[src/rtl/axi_dma_r_burst_gen_pkg.sv]
// Shared types and constants for the AXI DMA read burst generator.
package axi_dma_r_burst_gen_pkg;

    localparam int unsigned DDR_ADDR_W     = 32;
    localparam int unsigned MIG_BUS_W      = 256;
    localparam int unsigned AXI_LEN_W      = 8;
    localparam int unsigned AXI_4K_BYTES   = 4096;
    localparam int unsigned BYTES_PER_BEAT = MIG_BUS_W / 8;
    localparam int unsigned BEAT_SHIFT     = $clog2(BYTES_PER_BEAT);

    typedef enum logic [1:0] {
        BG_IDLE = 2'd0,
        BG_CALC = 2'd1,
        BG_RUN  = 2'd2
    } bg_state_e;

    // Clear the sub-beat byte offset so every burst starts on a bus beat.
    function automatic logic [DDR_ADDR_W-1:0] align_addr(input logic [DDR_ADDR_W-1:0] a);
        return a & ~DDR_ADDR_W'(BYTES_PER_BEAT - 1);
    endfunction

endpackage

[src/rtl/axi_dma_r_burst_gen_if.sv]
// Descriptor, status, engine request and read-data stream signals of the burst generator.
interface axi_dma_r_burst_gen_if #(
    parameter int unsigned BEATS_W = 20
) ();
    import axi_dma_r_burst_gen_pkg::*;

    logic                  start_valid;
    logic                  start_ready;
    logic [DDR_ADDR_W-1:0] start_addr;
    logic [BEATS_W-1:0]    start_beats;
    logic                  busy;
    logic                  done;
    logic                  dma_valid;
    logic [DDR_ADDR_W-1:0] dma_addr;
    logic [AXI_LEN_W-1:0]  dma_len;
    logic                  dma_ready;
    logic [MIG_BUS_W-1:0]  dma_rdata;
    logic                  out_valid;
    logic [MIG_BUS_W-1:0]  out_data;
    logic                  out_last;

    modport master (
        input  start_valid, start_addr, start_beats, dma_ready, dma_rdata,
        output start_ready, busy, done, dma_valid, dma_addr, dma_len,
               out_valid, out_data, out_last
    );

    modport slave (
        output start_valid, start_addr, start_beats, dma_ready, dma_rdata,
        input  start_ready, busy, done, dma_valid, dma_addr, dma_len,
               out_valid, out_data, out_last
    );

endinterface

[src/rtl/axi_dma_r_burst_gen_len_calc.sv]
// Combinational burst size: min(remaining, MAX_BEATS[, beats to next 4 KB line]).
// The 4 KB term exists only when AXI_DMA_4K_SPLIT_EN is defined.
module axi_dma_r_burst_gen_len_calc
    import axi_dma_r_burst_gen_pkg::*;
#(
    parameter int unsigned MAX_BEATS = 16,
    parameter int unsigned BEATS_W   = 20
) (
    input  logic [11:0]        cur_addr_lo_i,
    input  logic [BEATS_W-1:0] remaining_i,
    output logic [BEATS_W:0]   n_o
);
    localparam int unsigned NW = BEATS_W + 1;

    logic [NW-1:0] rem_w;

`ifdef AXI_DMA_4K_SPLIT_EN
    logic [NW-1:0] beats_to_4k;

    always_comb begin
        rem_w       = NW'(remaining_i);
        beats_to_4k = (NW'(AXI_4K_BYTES) - NW'(cur_addr_lo_i)) >> BEAT_SHIFT;
        n_o         = (rem_w < NW'(MAX_BEATS)) ? rem_w : NW'(MAX_BEATS);
        if (beats_to_4k < n_o) begin
            n_o = beats_to_4k;
        end
    end
`else
    logic unused_addr_lo;
    assign unused_addr_lo = ^cur_addr_lo_i;

    always_comb begin
        rem_w = NW'(remaining_i);
        n_o   = (rem_w < NW'(MAX_BEATS)) ? rem_w : NW'(MAX_BEATS);
    end
`endif

endmodule

[src/rtl/axi_dma_r_burst_gen.sv]
// Splits one read descriptor into AXI INCR bursts and forwards engine beats with a transfer-level last.
// Define AXI_DMA_4K_SPLIT_EN to keep every burst inside one 4 KB line.
module axi_dma_r_burst_gen
    import axi_dma_r_burst_gen_pkg::*;
#(
    parameter int unsigned MAX_BEATS = 16,
    parameter int unsigned BEATS_W   = 20
) (
    input  logic                  clk,
    input  logic                  rst,
    axi_dma_r_burst_gen_if.master bus
);
    localparam int unsigned NW  = BEATS_W + 1;
    localparam int unsigned LW1 = AXI_LEN_W + 1;

    bg_state_e             state_q, state_d;
    logic [DDR_ADDR_W-1:0] cur_addr_q, cur_addr_d;
    logic [BEATS_W-1:0]    remaining_q, remaining_d;
    logic [AXI_LEN_W-1:0]  beat_cnt_q, beat_cnt_d;
    logic [AXI_LEN_W-1:0]  dma_len_q, dma_len_d;
    logic                  done_q, done_d;
    logic                  busy_q, busy_d;

    logic [NW-1:0]         calc_n;
    logic [LW1-1:0]        burst_n;
    logic                  beat_c;
    logic                  burst_end_c;
    logic                  xfer_end_c;

    axi_dma_r_burst_gen_len_calc #(
        .MAX_BEATS (MAX_BEATS),
        .BEATS_W   (BEATS_W)
    ) u_len_calc (
        .cur_addr_lo_i (cur_addr_q[11:0]),
        .remaining_i   (remaining_q),
        .n_o           (calc_n)
    );

    // Beat bookkeeping for the burst currently presented to the engine.
    assign burst_n     = LW1'(dma_len_q) + LW1'(1);
    assign beat_c      = (state_q == BG_RUN) && bus.dma_ready;
    assign burst_end_c = beat_c && (beat_cnt_q == dma_len_q);
    assign xfer_end_c  = burst_end_c && (remaining_q == BEATS_W'(burst_n));

    always_comb begin
        state_d     = state_q;
        cur_addr_d  = cur_addr_q;
        remaining_d = remaining_q;
        beat_cnt_d  = beat_cnt_q;
        dma_len_d   = dma_len_q;
        done_d      = 1'b0;

        unique case (state_q)
            BG_IDLE: begin
                if (bus.start_valid) begin
                    cur_addr_d  = align_addr(bus.start_addr);
                    remaining_d = bus.start_beats;
                    beat_cnt_d  = '0;
                    if (bus.start_beats == '0) begin
                        done_d = 1'b1;
                    end else begin
                        state_d = BG_CALC;
                    end
                end
            end
            BG_CALC: begin
                dma_len_d = AXI_LEN_W'(calc_n - NW'(1));
                state_d   = BG_RUN;
            end
            BG_RUN: begin
                if (burst_end_c) begin
                    cur_addr_d  = cur_addr_q + (DDR_ADDR_W'(burst_n) << BEAT_SHIFT);
                    remaining_d = remaining_q - BEATS_W'(burst_n);
                    beat_cnt_d  = '0;
                    if (xfer_end_c) begin
                        state_d = BG_IDLE;
                        done_d  = 1'b1;
                    end else begin
                        state_d = BG_CALC;
                    end
                end else if (beat_c) begin
                    beat_cnt_d = beat_cnt_q + AXI_LEN_W'(1);
                end
            end
            default: state_d = BG_IDLE;
        endcase

        busy_d = (state_d != BG_IDLE) || done_d;
    end

    always_ff @(posedge clk) begin
        if (!rst) begin
            state_q     <= BG_IDLE;
            cur_addr_q  <= '0;
            remaining_q <= '0;
            beat_cnt_q  <= '0;
            dma_len_q   <= '0;
            done_q      <= 1'b0;
            busy_q      <= 1'b0;
        end else begin
            state_q     <= state_d;
            cur_addr_q  <= cur_addr_d;
            remaining_q <= remaining_d;
            beat_cnt_q  <= beat_cnt_d;
            dma_len_q   <= dma_len_d;
            done_q      <= done_d;
            busy_q      <= busy_d;
        end
    end

    // Request fields come straight from state registers, so they hold for the whole burst.
    assign bus.start_ready = (state_q == BG_IDLE);
    assign bus.dma_valid   = (state_q == BG_RUN);
    assign bus.dma_addr    = cur_addr_q;
    assign bus.dma_len     = dma_len_q;
    assign bus.busy        = busy_q;
    assign bus.done        = done_q;
    assign bus.out_valid   = beat_c;
    assign bus.out_data    = bus.dma_rdata;
    assign bus.out_last    = xfer_end_c;

endmodule
[src/flat_wrapper.sv]
// flat-port wrapper written by rule: the top's interface ports become plain ports
module axi_dma_r_burst_gen_flat import axi_dma_r_burst_gen_pkg::*;
#(
    parameter int unsigned MAX_BEATS = 16,
    parameter int unsigned BEATS_W   = 20
)
  (clk, rst, bus_start_valid, bus_start_addr, bus_start_beats, bus_dma_ready, bus_dma_rdata, bus_start_ready, bus_busy, bus_done, bus_dma_valid, bus_dma_addr, bus_dma_len, bus_out_valid, bus_out_data, bus_out_last);
  axi_dma_r_burst_gen_if #(.BEATS_W(BEATS_W)) bus_i ();
  input  logic clk;
  input  logic rst;
  input wire logic [$bits(bus_i.start_valid)-1:0] bus_start_valid;
  input wire logic [$bits(bus_i.start_addr)-1:0] bus_start_addr;
  input wire logic [$bits(bus_i.start_beats)-1:0] bus_start_beats;
  input wire logic [$bits(bus_i.dma_ready)-1:0] bus_dma_ready;
  input wire logic [$bits(bus_i.dma_rdata)-1:0] bus_dma_rdata;
  output wire logic [$bits(bus_i.start_ready)-1:0] bus_start_ready;
  output wire logic [$bits(bus_i.busy)-1:0] bus_busy;
  output wire logic [$bits(bus_i.done)-1:0] bus_done;
  output wire logic [$bits(bus_i.dma_valid)-1:0] bus_dma_valid;
  output wire logic [$bits(bus_i.dma_addr)-1:0] bus_dma_addr;
  output wire logic [$bits(bus_i.dma_len)-1:0] bus_dma_len;
  output wire logic [$bits(bus_i.out_valid)-1:0] bus_out_valid;
  output wire logic [$bits(bus_i.out_data)-1:0] bus_out_data;
  output wire logic [$bits(bus_i.out_last)-1:0] bus_out_last;
  assign bus_i.start_valid = bus_start_valid;
  assign bus_i.start_addr = bus_start_addr;
  assign bus_i.start_beats = bus_start_beats;
  assign bus_i.dma_ready = bus_dma_ready;
  assign bus_i.dma_rdata = bus_dma_rdata;
  assign bus_start_ready = bus_i.start_ready;
  assign bus_busy = bus_i.busy;
  assign bus_done = bus_i.done;
  assign bus_dma_valid = bus_i.dma_valid;
  assign bus_dma_addr = bus_i.dma_addr;
  assign bus_dma_len = bus_i.dma_len;
  assign bus_out_valid = bus_i.out_valid;
  assign bus_out_data = bus_i.out_data;
  assign bus_out_last = bus_i.out_last;
  axi_dma_r_burst_gen #(.MAX_BEATS(MAX_BEATS), .BEATS_W(BEATS_W)) u_core (.clk(clk), .rst(rst), .bus(bus_i));
endmodule
[config.mk]
export PLATFORM = sky130hd
export DESIGN_NAME = axi_dma_r_burst_gen_flat
export DESIGN_NICKNAME = d
export VERILOG_FILES = /design/src/rtl/axi_dma_r_burst_gen_pkg.sv /design/src/rtl/axi_dma_r_burst_gen_if.sv /design/src/rtl/axi_dma_r_burst_gen_len_calc.sv /design/src/rtl/axi_dma_r_burst_gen.sv /design/src/flat_wrapper.sv
export SDC_FILE = /design/constraint.sdc
export NUM_CORES = 1
export LEC_CHECK = 0
export CAP_MARGIN = 20
export CORE_AREA = 2 2 236 238
export DETAILED_ROUTE_END_ITERATION = 10
export DIE_AREA = 0 0 238 240
export PLACE_DENSITY = 0.5
export SETUP_SLACK_MARGIN = 0.4
export SKIP_LAST_GASP = 1
export SYNTH_ARGS = -nofsm -noshare
export SYNTH_HDL_FRONTEND = slang
export SYNTH_HIERARCHICAL = 1
export SYNTH_SLANG_ARGS = --single-unit
[constraint.sdc]
create_clock -name clk -period 5.5 [get_ports clk]
set_input_delay 0.825 -clock clk [delete_from_list [all_inputs] [get_ports clk]]
set_output_delay 0.825 -clock clk [all_outputs]
set_load 0.01 [all_outputs]
==> metrics.md, run 1 <==
| Metric | Value |
|---|---|
| Status | `complete, no violations` |
| Flop pwr share | `0.329` |
| Peak supply drop | `~0.12 mV` |
| Startpoint of the lowest-slack hold path | `u_core/remaining_q[0]` |
| Worst Hold Path Cells | `2` |
| Clock power share | `0.336` |
| Cell area power density | `about 270 nW/um2` |
| TritonCTS buffer count | `9` |
| Overflow left after global routing | `0` |
| Setup repair after global routing missed its margin | `no` |
| Via-to-Cell Ratio | `3.814` |
| Data arrival time of the worst path | `roughly 3.8 ns` |
| Final Wtd Congestion | `0.7417` |
| Fin. Hold Viols | `0` |
| Critical path launch point type | `flip-flop` |
| Switching part of the total | `0.3657` |
| Maximum level of the CTS H-tree | `3` |
| Number of warnings issued by yosys | `6` |
| Sequential cell area | `between 1000 and 1500 um2` |
| Hold EP | `u_core/remaining_q[0]` |
| Number of placement rows | `86` |
| Number of setup buffers added after CTS | `0` |
| Clock tree from TritonCTS | `done` |
| Commonest cells after routing, fill and taps aside | `clkdlybuf4s50_1 (91), nand2_1 (67), dfxtp_1 (67), nor2_1 (55), o21ai_0 (44)` |
| Setup CP Type | `reg2out` |
| Total iterations of the first detailed-routing run | `5` |
| Chip height | `~240 um` |
| Residual DRC count | `0` |
| Number of DRC violations after detailed-routing iteration 0 | `roughly 520` |
| Setup TNS | `0 ns` |
| CTS root buffer | `clkbuf_16` |
| Horizontal extent of the die | `between 200 and 250 um` |
| Area of combinational cells with multiple inputs | `~3100 um2` |
| Worst hold path class | `reg2reg` |
| Worst r2r dst | `u_core/bus.dma_addr[23]` |
| Post-synth design cell area | `6638 um2` |
| Highest fanout seen on the critical path | `8` |
| WL final | `25880 um` |
| Pin count of the biggest net entering global routing | `53` |
| Clock Path Buffers | `2` |
| I/O pin count | `~600` |
| Avg Inst Size Synth | `about 7.5 um2` |
| Worst hold slack | `between 0.4 and 0.5 ns` |
| Total of cells resized after clock tree synthesis | `0` |
| Finished Layout Cells | `between 1000 and 1500` |
| Filler cell count | `around 6300` |
| Proportion of layout cells with a drive suffix above 1 | `0.04654` |
| Combinational power share | `0.336` |
| Clk sink count | `67` |
| Layout net count | `around 1000` |
| Setup slack after layout | `a little over 0.9 ns` |
| Overall Global Routing Usage | `0.08871` |
| Placed insts | `~1400` |
| Antenna-violating nets left | `0` |
| Worst setup timing slack at the placement stage | `roughly 1.3 ns` |
| Startpoint of the worst register-to-register path | `u_core/bus.dma_len[0]` |
| Post-Syn Instances | `a little under 900` |
| Dpl hpwl | `about 20000 um` |
| Sort of element at the end of the critical path | `primary output` |
| Register-to-register setup slack | `~1.9 ns` |
| Length in cells of the worst reg-to-reg path | `12` |
| Worst clock skew | `0.01053 ns` |
| Area growth from synthesis to layout | `1.282%` |
| Total power | `1.819 mW` |
| Effective utilization at floorplan | `0.1214` |
| Core area | `54660 um2` |
| Clk slew on worst S/H paths | `approximately 0.06 ns` |
| Max-cap viol count | `0` |
| Number of antenna cells inserted | `0` |
| Routed vias | `roughly 5400` |
| Die area | `57120 um2` |
| Internal portion of total power | `~1.2 mW` |
| Period utilisation layout | `0.8319` |
| Hold buffer count at CTS | `0` |
| Fin. max-slew vios | `0` |
| Static power due to leakage | `~2.3 nW` |
| Vias in the first global route | `around 5200` |
| Measured slew at the worst slew-check pin | `~1.0 ns` |
| Wire length of the first global-routing pass | `~37000 um` |
| Later-pin clock latency in the skew report | `0.34 ns` |
| Max_slew headroom | `0.3124` |
| Final-report setup violation count | `0` |
| Total of buffers placed on input and output ports | `around 90` |
| Final critical path time including I/O delays and setup | `~4.6 ns` |
| Routed wire length per instance | `between 15 and 20 um` |
| Most common cell after layout, fill and taps aside | `clkdlybuf4s50_1` |
| Required time at the endpoint of the critical path | `about 4.7 ns` |
| Maximum clock rate | `218.6 MHz` |
| Net switching power | `0.6652 mW` |
| Antenna violations before repair | `5` |
-- power groups by stage --
stage                     registers [mW]  logic, mW  clock network [mW]
after CTS                          0.599      0.613               0.634
after global routing               0.608      0.677               0.657
after global placement             0.607      0.603                   0
final                              0.598      0.610               0.611
after detailed placement           0.610      0.608                   0
after floorplan                    0.602      0.557                   0
-- per-stage QoR --
stage,cell area [um2],utilization
after global routing,6723,0.1230
after CTS,6723,0.1230
after global placement,6417,0.1174
after floorplan,6660,-
after detailed placement,6417,0.1174
final,6723,0.1230
-- worst max-delay path, stage by stage, from the launching register on --
cell and delay (ns):
dfxtp_1 0.49, ha_1 0.25, nand3_1 0.12, nor2_1 0.20, xor2_1 0.29, inv_1 0.10, ha_1 0.41, nand3_1 0.15
nor2_1 0.16, nand3_1 0.10, nor4_1 0.36, nand2_1 0.13, inv_1 0.08, clkdlybuf4s50_1 0.57
-- layer usage --
metal	wire length, um	global-route usage	vias up
met4	1224	0.04451	10
met5	64	0	-
met3	3498	0.04960	113
met1	9876	0.09920	2464
li1	-	-	2457
met2	11220	0.1353	345
-- how the worst max path moves through the flow --
stage / start / end / slack, ns
2_1_floorplan: u_core/bus.dma_len[0] / bus_out_last / 2.26
4_1_cts: u_core/bus.dma_len[0] / bus_out_last / 0.85
5_1_grt: u_core/bus.dma_len[0] / bus_out_last / 0.51
6_report: u_core/bus.dma_len[0] / bus_out_last / 0.92
3_3_place_gp: u_core/bus.dma_len[0] / bus_out_last / 1.22
3_5_place_dp: u_core/bus.dma_len[0] / bus_out_last / 1.25
-- flip-flops by register name, indices dropped and copies added (netlist names) --
register / flops
u_core/bus.dma_addr: 27
u_core/bus.busy: 1
u_core/beat_cnt_q: 8
u_core/remaining_q: 20
u_core/bus.dma_len: 8
u_core/state_q: 2
u_core/bus.done: 1
-- final cells by class --
class | count | share of cell area
Timing Repair Buffer | 97 | 0.1422
Multi-Input combinational cell | 500 | 0.4657
Sequential cell | 67 | 0.1995
Tap cell | 704 | 0.1310
Clock buffer | 9 | 0.03350
Inverter | 29 | 0.01619
Clock inverter | 7 | 0.01191
No activity file was read; power rests on OpenSTA's default activity.
==> run 2, diff against run 1 <==
--- a/config.mk
+++ b/config.mk
@@ -6,9 +6,9 @@
 export NUM_CORES = 1
 export LEC_CHECK = 0
 export CAP_MARGIN = 20
-export CORE_AREA = 2 2 236 238
+export CORE_AREA = 2 2 241 243
 export DETAILED_ROUTE_END_ITERATION = 10
-export DIE_AREA = 0 0 238 240
+export DIE_AREA = 0 0 243 245
 export PLACE_DENSITY = 0.5
 export SETUP_SLACK_MARGIN = 0.4
 export SKIP_LAST_GASP = 1
==> constraint.sdc (replaced) <==
create_clock -name clk -period 3.8 [get_ports clk]
set_input_delay 0.57 -clock clk [delete_from_list [all_inputs] [get_ports clk]]
set_output_delay 0.57 -clock clk [all_outputs]
set_load 0.01 [all_outputs]
==> metrics.md, run 2 (same netlist as run 1, synthesis figures left out) <==
| Metric | Value |
|---|---|
| Critical path's slowest cell | `dfxtp_4` |
| TritonCTS buffer count | `9 (unchanged)` |
| Area of combinational cells with multiple inputs | `3242 um2 (+3.6%)` |
| Residual DRC count | `0 (unchanged)` |
| Core area | `57030 um2 (+4.3%)` |
| Effective utilization at floorplan | `0.1164 (-0.005051)` |
| Cell area power density | `385.1 nW/um2 (+42%)` |
| Data arrival time of the worst path | `2.67 ns (-1.08 ns)` |
| Worst clock skew | `0.008978 ns (-0.001556 ns)` |
| Critical path launch point type | `flip-flop` |
| Chip height | `245 um (+2.1%)` |
| Post-route core utilization | `0.1252 (+0.002233)` |
| Measured slew at the worst slew-check pin | `0.9736 ns (-0.05575 ns)` |
| Fin. Hold Viols | `0 (unchanged)` |
| Pin count of the biggest net entering global routing | `68 (+28%)` |
| Fin. max-slew vios | `0 (unchanged)` |
| Highest fanout seen on the critical path | `3 (-5)` |
| Peak supply drop | `0.1838 mV (+59%)` |
| Setup TNS | `0 ns (unchanged)` |
| Max_slew headroom | `0.3485 (+0.03618)` |
| Wire length of the first global-routing pass | `37000 um (+0.52%)` |
| Period utilisation layout | `0.8522` |
| Antenna violations before repair | `4 (-1)` |
| Routed wire length per instance | `17.39 um (-5.1%)` |
| Dpl hpwl | `20880 um (+2.1%)` |
| Crit path max-delay family | `simple AND/OR/NAND/NOR gates` |
| Status | `complete, no violations` |
| Clock tree from TritonCTS | `done` |
| Via-to-Cell Ratio | `3.679 (-3.5%)` |
| Logic depth of the worst path, buffers included | `14 (+1)` |
| Layout net count | `1064 (+2.4%)` |
| I/O pin count | `614 (unchanged)` |
| Total iterations of the first detailed-routing run | `5 (unchanged)` |
| Finished Layout Cells | `1502 (+6.3%)` |
| CTS root buffer | `clkbuf_16` |
| Max-cap viol count | `0 (unchanged)` |
| Placed insts | `1479 (+5.9%)` |
| WL met1 | `10380 um (+5.1%)` |
| Final Wtd Congestion | `0.7845 (+5.8%)` |
| Routed vias | `5526 (+2.5%)` |
| Final critical path time including I/O delays and setup | `approximately 3.2 ns` |
| Area growth from synthesis to layout | `7.597%` |
| Die area | `59540 um2 (+4.2%)` |
| Topmost layer with routed signal wires | `met5` |
| Antenna-violating nets left | `0 (unchanged)` |
| Number of placement rows | `88 (+2.3%)` |
| Number of flip-flops in the largest register | `27 (unchanged)` |
| WL final | `26120 um (+0.92%)` |
| Horizontal extent of the die | `243 um (+2.1%)` |
| Most common cell after layout, fill and taps aside | `clkdlybuf4s50_1` |
| Sort of element at the end of the critical path | `primary output` |
| Commonest cells after routing, fill and taps aside | `clkdlybuf4s50_1 (90), nand2_1 (66), dfxtp_1 (64), nor2_1 (53), o21ai_0 (44)` |
| CP Buf/Inv Count | `4 (+1)` |
| Maximum level of the CTS H-tree | `3 (unchanged)` |
| Overflow left after global routing | `0 (unchanged)` |
| Metal2 WL | `11280 um (+0.57%)` |
| Vias in the first global route | `5251 (+0.63%)` |
| Total of buffers placed on input and output ports | `91 (unchanged)` |
| Sequential cell area | `1348 um2 (+0.47%)` |
| Later-pin clock latency in the skew report | `0.35 ns (about the same)` |
| Overall Global Routing Usage | `0.08475 (-0.003958)` |
| CP max stage delay | `0.37 ns (-0.20 ns)` |
| Clk sink count | `67 (unchanged)` |
| Proportion of layout cells with a drive suffix above 1 | `0.1035 (+0.05700)` |
| Setup repair after global routing missed its margin | `no` |
| Worst hold path class | `reg2reg` |
| Setup CP Type | `reg2out` |
| Length in cells of the worst reg-to-reg path | `14 (+2)` |
| Required time at the endpoint of the critical path | `3.23 ns (-1.45 ns)` |
| Wire length on met3 | `3359 um (-4.0%)` |
| Clock Path Buffers | `2 (unchanged)` |
| Final-report setup violation count | `0 (unchanged)` |
| Worst Hold Path Cells | `2 (unchanged)` |
| Number of DRC violations after detailed-routing iteration 0 | `324 (-38%)` |
| Maximum clock rate | `about 310 MHz` |
| Filler cell count | `6598 (+4.8%)` |
| Static power due to leakage | `2.442 nW (+7.2%)` |
| List of cells traversed by the critical path | `and3_4 -> nand3_4 -> nor2_4 -> xor2_2 -> inv_1 -> ha_4 -> nand3_1 -> nor2_1 -> nand3_1 -> nor4_2 -> buf_4 -> nand2_2 -> inv_1 -> buf_2` |
| Clk slew on worst S/H paths | `0.07 ns (about the same)` |
==> run 2: per-layer routing <==
layer | vias up | global-route usage
met5 | - | 0
met4 | 4 | 0.04258
met3 | 131 | 0.04341
met2 | 371 | 0.1261
met1 | 2496 | 0.09953
li1 | 2524 | -
==> run 2: timing repair <==
action / 4_1_cts / 5_1_grt
hold buffers: 0 / 0
setup endpoints to repair: 1 / 1
pin swaps: 6 / 2
setup buffers: 3 / 0
gates cloned: 0 / 0
endpoints found under the hold margin: 0 / 0
resized for setup: 25 / 1
==> run 2: report_power, final <==
| group | internal (mW) | leakage [nW] | total [mW] | switching, mW |
|---|---|---|---|---|
| registers | 0.773 | 0.552 | 0.862 | 0.0890 |
| clock network | 0.579 | 0.156 | 0.943 | 0.364 |
| logic | 0.422 | 1.73 | 0.945 | 0.523 |
==> run 2: metrics by stage <==
stage          hold WS (ns)  total power [mW]  setup slack, ns  cell area [um2]
2_1_floorplan        0.4373             1.678           0.8142             6660
3_3_place_gp         0.4577             1.794           0.1331             6664
3_5_place_dp         0.4641             1.801           0.2113             6664
4_1_cts              0.4716             2.792           0.4849             7119
5_1_grt              0.5046             2.923           0.4047             7134
6_report             0.4734             2.750           0.5615             7142
==> run 2: final timing paths <==
path	start	to	slack, ns
setup / recovery	u_core/bus.dma_len[1]	bus_out_last	0.56
hold / removal	u_core/remaining_q[10]	u_core/remaining_q[10]	0.47
setup reg to reg	u_core/bus.dma_len[1]	u_core/bus.dma_addr[20]	0.57
hold reg to reg	u_core/remaining_q[10]	u_core/remaining_q[10]	0.47
==> run 2: cell type report <==
class | instances | share of cell area
Tap cell | 765 | 0.1340
Sequential cell | 67 | 0.1887
Antenna cell | 3 | 0.001051
Timing Repair Buffer | 122 | 0.1612
Multi-Input combinational cell | 500 | 0.4539
Clock buffer | 9 | 0.03153
Inverter | 29 | 0.01524
Clock inverter | 7 | 0.01437
==> run 2: worst register-to-register path, cell delays in order (launching register included) <==
cell and delay [ns]:
dfxtp_4 0.37, ha_4 0.15, nand3_4 0.09, nor2_2 0.16, xor2_2 0.10, buf_4 0.14
buf_4 0.12, ha_1 0.37, nand3_1 0.15, nor3_1 0.28, a21boi_1 0.11, buf_4 0.19
or4b_2 0.61, a31oi_1 0.18, o21a_1 0.12
==> run 3, diff against run 2 <==
==> constraint.sdc (replaced) <==
create_clock -name clk -period 2.9 [get_ports clk]
set_input_delay 0.435 -clock clk [delete_from_list [all_inputs] [get_ports clk]]
set_output_delay 0.435 -clock clk [all_outputs]
set_load 0.01 [all_outputs]
==> metrics.md, run 3 (same netlist as run 1, synthesis figures left out) <==
| Metric | Value |
|---|---|
| Final-report setup violation count | `0 (unchanged)` |
| Combinational power share | `0.427 (+0.083)` |
| Cell area power density | `476.1 nW/um2 (+24%)` |
| Dpl hpwl | `21370 um (+2.4%)` |
| Chip height | `245 um (unchanged)` |
| Core area | `57030 um2 (unchanged)` |
| Antenna-violating nets left | `0 (unchanged)` |
| Max_slew headroom | `0.4716 (+0.1231)` |
| Clk slew on worst S/H paths | `0.06 ns (about the same)` |
| Antenna violations before repair | `6 (+2)` |
| Overflow left after global routing | `0 (unchanged)` |
| Net switching power | `1.483 mW (+52%)` |
| Routed vias | `5829 (+5.5%)` |
| Vias in the first global route | `5779 (+10%)` |
| Clock Path Buffers | `2 (unchanged)` |
| Measured slew at the worst slew-check pin | `0.7877 ns (-0.1859 ns)` |
| Hold EP | `u_core/remaining_q[0]` |
| Worst r2r dst | `u_core/remaining_q[13]` |
| TritonCTS buffer count | `9 (unchanged)` |
| Number of antenna cells inserted | `0 (-3)` |
| Commonest cells after routing, fill and taps aside | `clkdlybuf4s50_1 (90), buf_4 (78), nand2_1 (62), dfxtp_1 (62), nor2_1 (49)` |
| Via-to-Cell Ratio | `3.708 (+0.79%)` |
| Worst hold slack | `0.4648 ns (-0.008603 ns)` |
| Startpoint of the lowest-slack hold path | `u_core/remaining_q[0]` |
| I/O pin count | `614 (unchanged)` |
| Placed insts | `1517 (+2.6%)` |
| Status | `complete, no violations` |
| Cell area after layout | `8508 um2 (+19%)` |
| Max-cap viol count | `0 (unchanged)` |
| Worst setup timing slack at the placement stage | `-0.2526 ns (-0.4639 ns)` |
| Required time at the endpoint of the critical path | `2.47 ns (-0.76 ns)` |
| Data arrival time of the worst path | `2.45 ns (-0.22 ns)` |
| Setup repair after global routing missed its margin | `yes` |
| Hold buffer count at CTS | `0 (unchanged)` |
| Layout net count | `1137 (+6.9%)` |
| Finished Layout Cells | `1572 (+4.7%)` |
| Most common cell after layout, fill and taps aside | `clkdlybuf4s50_1` |
| Total power | `4.051 mW (+47%)` |
| CTS root buffer | `clkbuf_16` |
| Setup slack after layout | `0.01701 ns (-0.5445 ns)` |
| Internal portion of total power | `2.568 mW (+45%)` |
| Worst Hold Path Cells | `2 (unchanged)` |
| Overall Global Routing Usage | `0.08940 (+0.004655)` |
| Clk sink count | `67 (unchanged)` |
| Length in cells of the worst reg-to-reg path | `15 (+1)` |
| Register-to-register setup slack | `0.07 ns (-0.50 ns)` |
| Final Wtd Congestion | `0.8558 (+9.1%)` |
| Die area | `59540 um2 (unchanged)` |
| Number of DRC violations after detailed-routing iteration 0 | `328 (+1.2%)` |
| Routed wire length per instance | `17.57 um (+1.0%)` |
| Worst hold path class | `reg2reg` |
| Wire length of the first global-routing pass | `39330 um (+6.3%)` |
| Setup TNS | `0 ns (unchanged)` |
| Total of buffers placed on input and output ports | `91 (unchanged)` |
| Setup CP Type | `reg2out` |
| Post-route core utilization | `0.1492 (+0.02396)` |
| Proportion of layout cells with a drive suffix above 1 | `0.2924 (+0.1889)` |
| Peak supply drop | `0.3161 mV (+72%)` |
| Critical path launch point type | `flip-flop` |
| Later-pin clock latency in the skew report | `0.35 ns (about the same)` |
| Switching part of the total | `0.3660 (+0.01121)` |
| Pin count of the biggest net entering global routing | `41 (-40%)` |
| Area growth from synthesis to layout | `28.18%` |
| Effective utilization at floorplan | `0.1164 (unchanged)` |
| Fin. max-slew vios | `0 (unchanged)` |
| Clock power share | `0.291 (-0.052)` |
| Worst clock skew | `0.01823 ns (+0.009251 ns)` |
| Highest fanout seen on the critical path | `3 (unchanged)` |
| Clock tree from TritonCTS | `done` |
| Startpoint of the worst register-to-register path | `u_core/bus.dma_len[1]` |
| Flop pwr share | `0.283 (-0.031)` |
| Period utilisation layout | `0.9941` |
| Maximum clock rate | `between 300 and 400 MHz` |
| Sort of element at the end of the critical path | `primary output` |
| Residual DRC count | `0 (unchanged)` |
| Horizontal extent of the die | `243 um (unchanged)` |
| Placed instance area | `7058 um2 (+5.9%)` |
| Filler cell count | `6562 (-0.55%)` |
| Final critical path time including I/O delays and setup | `between 2 and 3 ns` |
| Total iterations of the first detailed-routing run | `5 (unchanged)` |
| Number of placement rows | `88 (unchanged)` |
| Number of flip-flops in the largest register | `27 (unchanged)` |
| Static power due to leakage | `2.951 nW (+21%)` |
| Fin. Hold Viols | `0 (unchanged)` |
| Maximum level of the CTS H-tree | `3 (unchanged)` |
| WL final | `27620 um (+5.7%)` |
[run 3: final cells by class]
class	count	area, um2	area share
Clock buffer	10	239.0	0.02809
Clock inverter	6	63.81	0.007500
Inverter	29	111.4	0.01309
Multi-Input combinational cell	500	3960	0.4654
Sequential cell	67	1358	0.1596
Tap cell	765	957.2	0.1125
Timing Repair Buffer	195	1819	0.2138
[run 3: worst max path at each step]
| stage | startpoint | end | slack (ns) | cells after the start |
|---|---|---|---|---|
| 3_5_place_dp | u_core/bus.dma_len[1] | bus_out_last | -0.25 | 13 |
| 3_3_place_gp | u_core/bus.dma_len[1] | bus_out_last | -0.26 | 13 |
| 4_1_cts | u_core/bus.dma_len[0] | bus_out_last | -0.15 | 13 |
| 6_report | u_core/bus.dma_len[0] | bus_out_last | 0.02 | 13 |
| 5_1_grt | u_core/bus.dma_len[0] | bus_out_last | -0.11 | 13 |
| 2_1_floorplan | u_core/bus.dma_len[1] | u_core/bus.dma_addr[20] | 0.35 | 10 |
[run 3: power groups by stage]
| stage | registers, mW | clock network [mW] | logic, mW |
|---|---|---|---|
| finish | 1.14 | 1.18 | 1.73 |
| global route | 1.16 | 1.25 | 1.88 |
| CTS | 1.14 | 1.21 | 1.54 |
| detailed placement | 1.15 | 0 | 1.33 |
| global placement | 1.14 | 0 | 1.33 |
| floorplan | 1.15 | 0 | 1.09 |
[run 3: metal layers]
layer / part of all wire / track usage
met5: 0.0024 / 0
met4: 0.046 / 0.05070
met3: 0.10 / 0.03717
met2: 0.46 / 0.1399
met1: 0.39 / 0.1027
[run 3: what timing repair did]
action	4_1_cts	5_1_grt
pin swaps	49	59
endpoints found under the setup margin	34	40
gates cloned	0	0
resized for setup	92	78
setup buffers	21	18
[run 3: critical path, stage by stage (launching register included)]
cell and delay [ns]:
dfxtp_4 0.36, ha_4 0.15, nand3_4 0.10, buf_12 0.14, xnor2_4 0.15, inv_1 0.07, ha_1 0.31, nand2_2 0.08
nor2_4 0.11, nand3_2 0.10, nor4_4 0.20, nand2_2 0.13, inv_1 0.07, buf_2 0.12
